`config.mk`:
```
export PLATFORM = sky130hd
export DESIGN_NAME = alu_src_ctrl
export DESIGN_NICKNAME = d
export VERILOG_FILES = /design/src/rtl/alu_src_ctrl.sv
export SDC_FILE = /design/constraint.sdc
export NUM_CORES = 1
export LEC_CHECK = 0
export CAP_MARGIN = 15
export CORE_MARGIN = 4
export CORE_UTILIZATION = 33
export CTS_CLUSTER_SIZE = 30
export DETAILED_ROUTE_END_ITERATION = 10
export PLACE_DENSITY = 0.75
export SYNTH_ARGS = -nofsm -noshare
export SYNTH_HDL_FRONTEND = slang
export SYNTH_SLANG_ARGS = --single-unit
```
`constraint.sdc`:
```
create_clock -name clk -period 1.2 [get_ports clk]
set_clock_uncertainty 0.1 [all_clocks]
set_input_delay 0.24 -clock clk [delete_from_list [all_inputs] [get_ports clk]]
set_output_delay 0.24 -clock clk [all_outputs]
set_load 0.02 [all_outputs]
```
`src/rtl/alu_src_ctrl.sv`:
```
// alu_src_ctrl: control FSM for a multicycle datapath (fetch / decode / execute /
// memory / write-back). Outputs are decoded combinationally from the current
// state, zero and mem_ready.
// Build option: define ALU_SRC_CTRL_BNE_EN to execute bne (opcode 000101) through
// the BRANCH state. Without it, that opcode is reported as illegal.
module alu_src_ctrl (
  input  logic       clk,
  input  logic       reset,
  input  logic [5:0] opcode,
  input  logic [5:0] funct,
  input  logic       zero,
  input  logic       mem_ready,
  output logic       ALUSrcA,
  output logic [1:0] ALUSrcB,
  output logic [2:0] ALUOp,
  output logic       ALUOutWrite,
  output logic       PCWrite,
  output logic       PCSource,
  output logic       IRWrite,
  output logic       MemRead,
  output logic       MemWrite,
  output logic       IorD,
  output logic       RegWrite,
  output logic       RegDst,
  output logic       MemToReg,
  output logic       illegal,
  output logic [3:0] state
);

  typedef enum logic [3:0] {
    FETCH  = 4'd0,
    DECODE = 4'd1,
    EXEC_R = 4'd2,
    WB_R   = 4'd3,
    EXEC_I = 4'd4,
    WB_I   = 4'd5,
    ADDR   = 4'd6,
    MEM    = 4'd7,
    WB_MEM = 4'd8,
    BRANCH = 4'd9
  } state_t;

  localparam logic [5:0] OP_RTYPE = 6'b000000;
  localparam logic [5:0] OP_ADDI  = 6'b001000;
  localparam logic [5:0] OP_LW    = 6'b100011;
  localparam logic [5:0] OP_SW    = 6'b101011;
  localparam logic [5:0] OP_BEQ   = 6'b000100;
`ifdef ALU_SRC_CTRL_BNE_EN
  localparam logic [5:0] OP_BNE   = 6'b000101;
`endif

  localparam logic [5:0] FN_ADD = 6'b100000;
  localparam logic [5:0] FN_SUB = 6'b100010;
  localparam logic [5:0] FN_AND = 6'b100100;

  localparam logic [2:0] ALU_IDLE = 3'b000;
  localparam logic [2:0] ALU_ADD  = 3'b001;
  localparam logic [2:0] ALU_SUB  = 3'b010;
  localparam logic [2:0] ALU_AND  = 3'b011;

  localparam logic [1:0] SRCB_REG     = 2'b00;
  localparam logic [1:0] SRCB_FOUR    = 2'b01;
  localparam logic [1:0] SRCB_IMM     = 2'b10;
  localparam logic [1:0] SRCB_IMM_SH2 = 2'b11;

  state_t state_reg;
  state_t state_next;
  logic   branch_taken;

  // Branch condition: beq takes on zero, bne (when built in) on not-zero.
  always_comb begin
    branch_taken = zero;
`ifdef ALU_SRC_CTRL_BNE_EN
    if (opcode == OP_BNE) begin
      branch_taken = ~zero;
    end
`endif
  end

  // State register; reset returns to FETCH, abandoning any instruction in flight.
  always_ff @(posedge clk) begin
    if (!reset) begin
      state_reg <= FETCH;
    end else begin
      state_reg <= state_next;
    end
  end

  // Next-state and output decode; write enables are suppressed while reset is low.
  always_comb begin
    state_next  = state_reg;
    ALUSrcA     = 1'b0;
    ALUSrcB     = SRCB_REG;
    ALUOp       = ALU_IDLE;
    ALUOutWrite = 1'b0;
    PCWrite     = 1'b0;
    PCSource    = 1'b0;
    IRWrite     = 1'b0;
    MemRead     = 1'b0;
    MemWrite    = 1'b0;
    IorD        = 1'b0;
    RegWrite    = 1'b0;
    RegDst      = 1'b0;
    MemToReg    = 1'b0;
    illegal     = 1'b0;

    case (state_reg)
      FETCH: begin
        MemRead = 1'b1;
        if (mem_ready) begin
          // Latch the instruction and advance PC by 4 in the same cycle.
          IRWrite    = 1'b1;
          PCWrite    = 1'b1;
          ALUSrcB    = SRCB_FOUR;
          ALUOp      = ALU_ADD;
          state_next = DECODE;
        end
      end
      DECODE: begin
        // Precompute the branch target into ALUOut regardless of opcode.
        ALUSrcB     = SRCB_IMM_SH2;
        ALUOp       = ALU_ADD;
        ALUOutWrite = 1'b1;
        case (opcode)
          OP_RTYPE:     state_next = EXEC_R;
          OP_ADDI:      state_next = EXEC_I;
          OP_LW, OP_SW: state_next = ADDR;
          OP_BEQ:       state_next = BRANCH;
`ifdef ALU_SRC_CTRL_BNE_EN
          OP_BNE:       state_next = BRANCH;
`endif
          default: begin
            illegal    = 1'b1;
            state_next = FETCH;
          end
        endcase
      end
      EXEC_R: begin
        ALUSrcA     = 1'b1;
        ALUOutWrite = 1'b1;
        state_next  = WB_R;
        case (funct)
          FN_ADD: ALUOp = ALU_ADD;
          FN_SUB: ALUOp = ALU_SUB;
          FN_AND: ALUOp = ALU_AND;
          default: begin
            ALUOutWrite = 1'b0;
            illegal     = 1'b1;
            state_next  = FETCH;
          end
        endcase
      end
      WB_R: begin
        RegWrite   = 1'b1;
        RegDst     = 1'b1;
        state_next = FETCH;
      end
      EXEC_I, ADDR: begin
        ALUSrcA     = 1'b1;
        ALUSrcB     = SRCB_IMM;
        ALUOp       = ALU_ADD;
        ALUOutWrite = 1'b1;
        state_next  = (state_reg == ADDR) ? MEM : WB_I;
      end
      WB_I: begin
        RegWrite   = 1'b1;
        state_next = FETCH;
      end
      MEM: begin
        // Hold the request until the memory handshakes.
        IorD = 1'b1;
        if (opcode == OP_SW) begin
          MemWrite = 1'b1;
        end else begin
          MemRead = 1'b1;
        end
        if (mem_ready) begin
          state_next = (opcode == OP_SW) ? FETCH : WB_MEM;
        end
      end
      WB_MEM: begin
        RegWrite   = 1'b1;
        MemToReg   = 1'b1;
        state_next = FETCH;
      end
      BRANCH: begin
        ALUSrcA    = 1'b1;
        ALUOp      = ALU_SUB;
        PCWrite    = branch_taken;
        PCSource   = branch_taken;
        state_next = FETCH;
      end
      default: state_next = FETCH;
    endcase

    if (!reset) begin
      ALUOutWrite = 1'b0;
      PCWrite     = 1'b0;
      IRWrite     = 1'b0;
      MemWrite    = 1'b0;
      RegWrite    = 1'b0;
      illegal     = 1'b0;
    end
  end

  assign state = state_reg;

endmodule
```
==> summary.md, run 1 <==
| Metric | Value |
|---|---|
| Outcome | `stopped before the end` |
| Failed at | `global routing` |
| Error | `[ERROR DPL-0038] Utilization greater than 100%, impossible to legalize` |
| Synth async-reset ratio | `0%` |
| Dominant synthesized flop cell | `dfxtp_1` |
| Worst setup endpoint GRT | `RegWrite` |
| RePlAce Congestion | `0.9030` |
| Commonest cells post-synth | `8 x a21oi_1, 7 x nor2_1, 5 x nand2_1, 5 x nand2b_1` |
| Avg Inst Size Synth | `7.331 µm²` |
| Sequential share of the synthesized area | `12.85%` |
| CTS buffer count | `3` |
| Cell accounting for the most synthesized area | `dfxtp_1` |
| Synthesized instance count | `85` |
| Top-count cell post-synth | `a21oi_1` |
| Distinct cells, synth | `39` |
| Die extent in y | `51.46 µm` |
| IO Count | `37` |
| Seq cells post-synth | `4` |
| DP HPWL | `2.114 mm` |
| Synth Area in Simple Gates | `48.59%` |
| CTS Hold Buffers Added | `0` |
| Compound-cell area share of the yosys netlist | `29.12%` |
| Synth top area share | `12.85%` |
| Mapped cell area | `623.1 µm²` |
| WEP type | `primary output` |
| CTS H-tree lvls | `1` |
| Initial core utilization | `35.32%` |
| Largest net degree at the start of global routing | `14` |
| Proportion of synthesized area in mux cells | `0%` |
| Clk buf depth | `2` |
| IO buf count | `35` |
| Clock root buffer | `clkbuf_4` |
| Net count after synthesis | `101` |
| Post-synth EDFFs | `0` |
| Largest family of logic cells by synthesized area | `simple AND/OR/NAND/NOR gates` |
| Synth Area in Adders | `0%` |
| Synth top area cells | `dfxtp_1 13%, a21oi_1 6.4%, nand2b_1 5.0%` |
| Xor/xnor share of the synthesized area | `1.406%` |
| Clock sink count | `4` |
| Die Wd | `51.46 µm` |
| Synth warn | `0` |
| Row cnt | `15` |
-- logic make-up after synthesis --
logic type | count (synthesis)
other | 1
AND/OR/NAND/NOR | 44
AO/OA/AOI/OAI | 26
buffers and inverters | 9
XOR/XNOR | 1
flip-flops | 4
-- metrics by stage --
step | std cells | hold slack (ps) | setup slack (ps) | util, % | instance area (µm²)
3_5_place_dp | 178 | 605.3 | -1215 | 78.87 | 1391
4_1_cts | 192 | 363.2 | -576.7 | 93.12 | 1643
2_1_floorplan | 85 | 301.0 | -303.4 | - | 765.7
3_3_place_gp | 178 | 598.9 | -1166 | 78.87 | 1391
-- timing repair --
item | 4_1_cts
setup endpoints to repair | 24
resized for setup | 185
pin swaps | 13
buffers inserted | 10
==> run 2: changes to the inputs <==
Settings changed: CORE_AREA set to 4 4 65 67, CORE_MARGIN 4 to unset, CORE_UTILIZATION 33 to unset, CTS_CLUSTER_SIZE 30 to unset, DIE_AREA set to 0 0 69 71, PLACE_DENSITY 0.75 to unset, PLACE_DENSITY_LB_ADDON set to 0.15.
Clock period 1.2 ns to 1.6 ns, I/O delays scaled along.
==> run 2 against run 1 <==
The flow now finishes, with violations (negative setup slack). Synthesized cell count unchanged. Synthesized area unchanged.
==> summary.md, run 2 <==
| Metric | Value |
|---|---|
| Hold Vio Cnt, Final | `0` |
| Max reg flops | `4` |
| CTS tree | `yes` |
| DRC | `0` |
| Die area | `4899 µm²` |
| Dominant synthesized flop cell | `dfxtp_1 (unchanged)` |
| Initial core utilization | `17.15% (was 35.32%)` |
| RePlAce Congestion | `0.7867 (was 0.9030)` |
| Endpoints failing setup | `14` |
| Pwr dens | `372.4 nW/µm²` |
| FMAX | `565.8 MHz` |
| Worst reg2reg endpoint | `state[0]$_SDFFE_PN0P_` |
| Die Wd | `69 µm (was 51.46 µm)` |
| First-pass GRT wire length | `4.671 mm` |
| CTS Hold Buffers Added | `0 (unchanged)` |
| Synth Area in Simple Gates | `48.59% (unchanged)` |
| Setup ws final | `-167.4 ps` |
| Antenna-violating nets left | `0` |
| Largest family of logic cells by synthesized area | `simple AND/OR/NAND/NOR gates (unchanged)` |
| P_leak | `0.0007473 µW` |
| Max VDD drop | `0.2473 mV` |
| Crit Reg-Reg Startpoint | `state[2]$_SDFFE_PN0P_` |
| IO Count | `37 (unchanged)` |
| Hold Startpoint | `opcode[4]` |
| Initial DRC Count | `31` |
| Synth top area cells | `dfxtp_1 13%, a21oi_1 6.4%, nand2b_1 5.0% (unchanged)` |
| CP bufs+invs | `1` |
| Clk slew on worst S/H paths | `30 ps` |
| Wire per inst | `12.94 µm` |
| Crit-path leading delay family | `simple AND/OR/NAND/NOR gates` |
| Setup tns final | `-1182 ps` |
| Max layer used | `met4` |
| Routed WL | `2.821 mm` |
| Tmin final | `1767 ps` |
| Vias in the first global route | `1027` |
| Crit path DAT | `1350 ps` |
| Unrepaired setup endpoints after global routing | `true` |
| Avg Inst Size Synth | `7.331 µm² (unchanged)` |
| CP endpoint kind | `output port` |
| Layout cells sized above 1 | `71.76%` |
| Die extent in y | `71 µm (was 51.46 µm)` |
| Net count after synthesis | `101 (unchanged)` |
| Avg Vias per Cell | `4.546` |
| Clk Latency, worst-skew pair | `210 ps` |
| Top-count cell post-synth | `a21oi_1 (unchanged)` |
| Worst-path fanout max | `7` |
| Vias | `991` |
| Synth-to-Final Area Change | `172.5%` |
| Clk buf depth | `2 (unchanged)` |
| Cell accounting for the most synthesized area | `dfxtp_1 (unchanged)` |
| Commonest cells post-synth | `8 x a21oi_1, 7 x nor2_1, 5 x nand2_1, 5 x nand2b_1 (unchanged)` |
| Sequential share of the synthesized area | `12.85% (unchanged)` |
| Worst Hold Class | `input pin to flip-flop` |
| Crit Path Category | `flip-flop to output port` |
| Synth async-reset ratio | `0% (unchanged)` |
| Proportion of synthesized area in mux cells | `0% (unchanged)` |
| Initial antenna violation count | `0` |
| WHS Endpoint | `state[3]$_SDFFE_PN0P_` |
| Core area | `3633 µm²` |
| CTS H-tree lvls | `1 (unchanged)` |
| Row cnt | `22 (was 15)` |
| Gr ovfl total | `0` |
| WL met3 | `96 µm` |
| Worst hold path depth | `4` |
| Final net count | `188` |
| First-pass detailed-route iteration total | `4` |
| DP HPWL | `2.216 mm (was 2.114 mm)` |
| Synth warn | `0 (unchanged)` |
| IO buf count | `35 (unchanged)` |
| Distinct cells, synth | `39 (unchanged)` |
| CTS buffer count | `3 (unchanged)` |
| Fill cells | `381` |
| Slew Viols, Final | `0` |
| Xor/xnor share of the synthesized area | `1.406% (unchanged)` |
| GRT Total Usage | `11.16%` |
| Compound-cell area share of the yosys netlist | `29.12% (unchanged)` |
| Commonest non-fill, non-tap cell in the layout | `buf_4` |
| Failing checks | `negative setup slack` |
| Most frequent cells in the layout | `42 x buf_4, 27 x buf_6, 8 x dlygate4sd2_1` |
| Mapped cell area | `623.1 µm² (unchanged)` |
| Synthesized instance count | `85 (unchanged)` |
| Crit-path max cell delay | `380 ps` |
| Crit-path slowest cell | `or3b_1` |
| Reg2reg setup slack | `200 ps` |
| Reg2Reg Depth | `6` |
| Largest net degree at the start of global routing | `11` |
| ANT cells | `0` |
| CP Launch Type | `flip-flop` |
| Critical Path RT | `1180 ps` |
| Clock sink count | `4 (unchanged)` |
| Clock root buffer | `clkbuf_8 (was clkbuf_4)` |
| Seq cells post-synth | `4 (unchanged)` |
| Synth Area in Adders | `0% (unchanged)` |
| CP Cell Sequence | `or3b_1 -> a21oi_1 -> o21a_1 -> buf_6` |
| Core Util, Final | `46.73%` |
| Synth top area share | `12.85% (unchanged)` |
| Max_cap viols | `0` |
| Met2 routed WL | `1.478 mm` |
| Post-synth EDFFs | `0 (unchanged)` |
| Outcome | `complete, but fails checks (was stopped before the end)` |
| Final Cycle Share | `110.5%` |
| Metal-1 WL | `1.231 mm` |
[run 2: cell counts after synthesis]
Identical to the previous run, type by type.
[run 2: cell type report]
class / instances / area, µm² / area share (%)
Multi-Input combinational cell: 72 / 708.2 / 41.71
Clock buffer: 3 / 41.29 / 2.432
Timing Repair Buffer: 89 / 785.8 / 46.28
Inverter: 2 / 7.507 / 0.4422
Tap cell: 48 / 60.06 / 3.537
Sequential cell: 4 / 95.09 / 5.601
[run 2: worst max path at each step]
stage / slack (ps) / cells after the start / to / start
floorplan: -70 / 3 / illegal / state[3]$_SDFFE_PN0P_
global placement: -960 / 5 / ALUOp[0] / funct[0]
detailed placement: -970 / 5 / ALUOp[1] / funct[0]
CTS: -250 / 4 / illegal / state[3]$_SDFFE_PN0P_
global route: -240 / 4 / MemWrite / state[3]$_SDFFE_PN0P_
finish: -170 / 4 / RegWrite / state[2]$_SDFFE_PN0P_
[run 2: timing repair]
action	4_1_cts	5_1_grt
setup endpoints to repair	22	18
cloned	0	0
resized for setup	158	32
pin swaps	14	15
buffers inserted	7	9
[run 2: logic make-up after synthesis]
kind of cell | Yosys count
AO/OA/AOI/OAI | 26
XOR/XNOR | 1
buffers and inverters | 9
flip-flops | 4
other | 1
AND/OR/NAND/NOR | 44
[run 2: where the power goes]
| group | switching [µW] | total [µW] | internal (µW) | leakage (µW) |
|---|---|---|---|---|
| Combinational | 147 | 321 | 174 | 0.000690 |
| Clock | 47.0 | 207 | 160 | 0.0000216 |
| Sequential | 5.92 | 105 | 98.9 | 0.0000355 |
| Total | 200 | 632 | 433 | 0.000747 |
[run 2: through the flow]
| step | power [µW] | worst slack [ps] | instances | instance area, µm² | hold slack [ps] |
|---|---|---|---|---|---|
| 2_1_floorplan | 228.3 | -71.79 | 85 | 715.7 | 391.3 |
| 3_3_place_gp | 390.4 | -959.4 | 201 | 1393 | 595.4 |
| 3_5_place_dp | 392.4 | -965.9 | 201 | 1393 | 589.0 |
| 4_1_cts | 631.8 | -246.0 | 210 | 1583 | 565.5 |
| 5_1_grt | 675.3 | -235.1 | 218 | 1698 | 505.3 |
| 6_report | 632.2 | -167.4 | 218 | 1698 | 474.0 |
[run 2: layer usage]
metal  vias to the layer above  track usage [%]
li1                        503                -
met3                         2            2.415
met4                         0            1.952
met2                        26            20.87
met1                       460            13.12
met5                         -                0
[run 2: worst min-delay path, delay by kind of cell]
family / cells / cell delay (ps)
buffers and inverters: 2 / 200
and+or+nand+nor: 1 / 140
AOI/OAI and AO/OA: 1 / 90
No activity file was read; power rests on OpenSTA's default activity.
==> run 3: changes to the inputs <==
Settings changed: GPL_TIMING_DRIVEN set to 0.
==> run 3 against run 2 <==
The flow still finishes with violations (negative setup slack). Worst hold slack got worse by 150 ps. Routed wire length up 3.5%. Flip-flop and latch count unchanged. Sequential share of layout area grew 0.39 points. First-iteration DRC count shrank 48%. Register-to-register slack lost 110 ps. Critical endpoint is now illegal. Critical path type unchanged. Die area unchanged.
==> summary.md, run 3 (same netlist as run 2, synthesis figures left out) <==
| Metric | Value |
|---|---|
| Outcome | `complete, but fails checks (unchanged)` |
| Failing checks | `negative setup slack (unchanged)` |
| # placed instances | `168 (was 201)` |
| Initial antenna violation count | `0 (unchanged)` |
| Worst reg2reg endpoint | `state[0]$_SDFFE_PN0P_ (unchanged)` |
| Final net count | `169 (was 188)` |
| Crit Reg-Reg Startpoint | `state[2]$_SDFFE_PN0P_ (unchanged)` |
| Row cnt | `22 (unchanged)` |
| Gr ovfl total | `0 (unchanged)` |
| Largest net degree at the start of global routing | `11 (unchanged)` |
| Hold Vio Cnt, Final | `0 (unchanged)` |
| P_leak | `0.0006456 µW (was 0.0007473 µW)` |
| CTS tree | `yes (unchanged)` |
| CTS Hold Buffers Added | `0 (unchanged)` |
| Most frequent cells in the layout | `26 x buf_6, 24 x buf_4, 7 x dlygate4sd2_1 (was 42 x buf_4, 27 x buf_6, 8 x dlygate4sd2_1)` |
| Setup ws final | `-267.6 ps (was -167.4 ps)` |
| Tmin final | `1868 ps (was 1767 ps)` |
| RePlAce Congestion | `0.7943 (was 0.7867)` |
| IO Count | `37 (unchanged)` |
| DP HPWL | `1.916 mm (was 2.216 mm)` |
| Vias | `940 (was 991)` |
| Max VDD drop | `0.2767 mV (was 0.2473 mV)` |
| Die extent in y | `71 µm (unchanged)` |
| Critical Path RT | `1180 ps (about the same)` |
| CP Launch Type | `flip-flop (unchanged)` |
| Avg Vias per Cell | `4.724 (was 4.546)` |
| Worst Hold Class | `input pin to flip-flop (unchanged)` |
| Core area | `3633 µm² (unchanged)` |
| Initial DRC Count | `16 (was 31)` |
| ANT cells | `0 (unchanged)` |
| Clk Latency, worst-skew pair | `220 ps (was 210 ps)` |
| Critical path origin | `state[0]$_SDFFE_PN0P_ (was state[2]$_SDFFE_PN0P_)` |
| First-pass detailed-route iteration total | `4 (unchanged)` |
| Pwr dens | `413.0 nW/µm² (was 372.4 nW/µm²)` |
| Synth-to-Final Area Change | `148.2% (was 172.5%)` |
| Clk slew on worst S/H paths | `30 ps (about the same)` |
| Max_cap viols | `0 (unchanged)` |
| CP endpoint kind | `output port (unchanged)` |
| Max reg flops | `4 (unchanged)` |
| Crit Path Category | `flip-flop to output port (unchanged)` |
| Clock root buffer | `clkbuf_8 (unchanged)` |
| Initial core utilization | `17.15% (unchanged)` |
| Post-Layout Cell Count | `199 (was 218)` |
| Unrepaired setup endpoints after global routing | `true (unchanged)` |
| First-pass GRT wire length | `4.809 mm (was 4.671 mm)` |
| Critical Path Sink | `illegal (was RegWrite)` |
| Endpoints failing setup | `15 (was 14)` |
| DRC | `0 (unchanged)` |
| Final Cycle Share | `116.7% (was 110.5%)` |
| CTS H-tree lvls | `1 (unchanged)` |
| GRT Total Usage | `11.81% (was 11.16%)` |
| Commonest non-fill, non-tap cell in the layout | `buf_6 (was buf_4)` |
| Wire per inst | `14.67 µm (was 12.94 µm)` |
| Crit path DAT | `1450 ps (was 1350 ps)` |
| Fill cells | `364 (was 381)` |
| FMAX | `535.4 MHz (was 565.8 MHz)` |
| Antenna-violating nets left | `0 (unchanged)` |
| Vias in the first global route | `989 (was 1027)` |
| CTS buffer count | `3 (unchanged)` |
| Die Wd | `69 µm (unchanged)` |
| Worst-path fanout max | `8 (was 7)` |
| Clock sink count | `4 (unchanged)` |
| Reg2reg setup slack | `90 ps (was 200 ps)` |
| Setup tns final | `-2327 ps (was -1182 ps)` |
| Tot Pwr | `638.7 µW (was 632.2 µW)` |
| Hold Worst Slack | `325.7 ps (was 474.0 ps)` |
| Slew Viols, Final | `0 (unchanged)` |
| Clk buf depth | `2 (unchanged)` |
| Layout cells sized above 1 | `66.23% (was 71.76%)` |
| Die area | `4899 µm² (unchanged)` |
| Reg2Reg Depth | `7 (was 6)` |
| Routed WL | `2.919 mm (was 2.821 mm)` |
| IO buf count | `35 (unchanged)` |
## run 3: worst min path at each step
stage	startpoint	end	slack (ps)	cells after the start
final	opcode[4]	state[1]$_SDFFE_PN0P_	330	4
after global routing	opcode[4]	state[3]$_SDFFE_PN0P_	360	3
after CTS	opcode[4]	state[1]$_SDFFE_PN0P_	330	4
after detailed placement	state[3]$_SDFFE_PN0P_	state[1]$_SDFFE_PN0P_	590	3
after global placement	state[1]$_SDFFE_PN0P_	state[2]$_SDFFE_PN0P_	620	3
after floorplan	mem_ready	state[3]$_SDFFE_PN0P_	390	2
## run 3: critical path: stages (launching register included)
cell and delay (ps):
dfxtp_4 370, buf_8 130, buf_6 110, a2111oi_4 330, a41o_1 170, buf_6 120
## run 3: layer usage
metal  GRT usage, %  vias up  wire [µm]
met5              0        -          0
met4          3.688        0         51
met3          2.273        6        165
met2          20.97       36       1532
met1          14.31      443       1169
li1               -      455          -
## run 3: through the flow
stage	cell area, µm²	worst slack, ps	util [%]
final	1546	-267.6	42.56
after global routing	1546	-341.5	42.56
after CTS	1520	-279.5	41.84
after detailed placement	1126	-1101	30.99
after global placement	1126	-1125	30.99
after floorplan	715.7	-71.79	-
## run 3: power breakdown
group / switching [µW] / internal (µW) / leakage [µW]
Clock: 52.9 / 160 / 0.0000216
Sequential: 7.22 / 100 / 0.0000352
Combinational: 149 / 169 / 0.000589
Total: 209 / 430 / 0.000646
## run 3: cell type report
| cell class | instances | area (µm²) | area share [%] |
|---|---|---|---|
| well taps | 48 | 60.06 | 3.884 |
| clock buffers | 3 | 41.29 | 2.670 |
| plain buffers | 5 | 62.56 | 4.045 |
| multi-input cells | 72 | 690.7 | 44.66 |
| flip-flops and latches | 4 | 92.59 | 5.987 |
| repair buffers | 65 | 586.8 | 37.95 |
| inverters | 2 | 12.51 | 0.8091 |
## run 3: timing repair
action | in CTS | in global routing
resized for setup | 178 | 14
pin swaps | 18 | 12
endpoints found under the setup margin | 20 | 18
cloned | 1 | 0
setup buffers | 23 | 9
endpoints found under the hold margin | 0 | 0
==> run 4: changes to the inputs <==
Settings changed: ABC_AREA set to 0.
==> results of run 4 <==
Same layout as run 3: the final DEF is identical, and so are final timing and power.
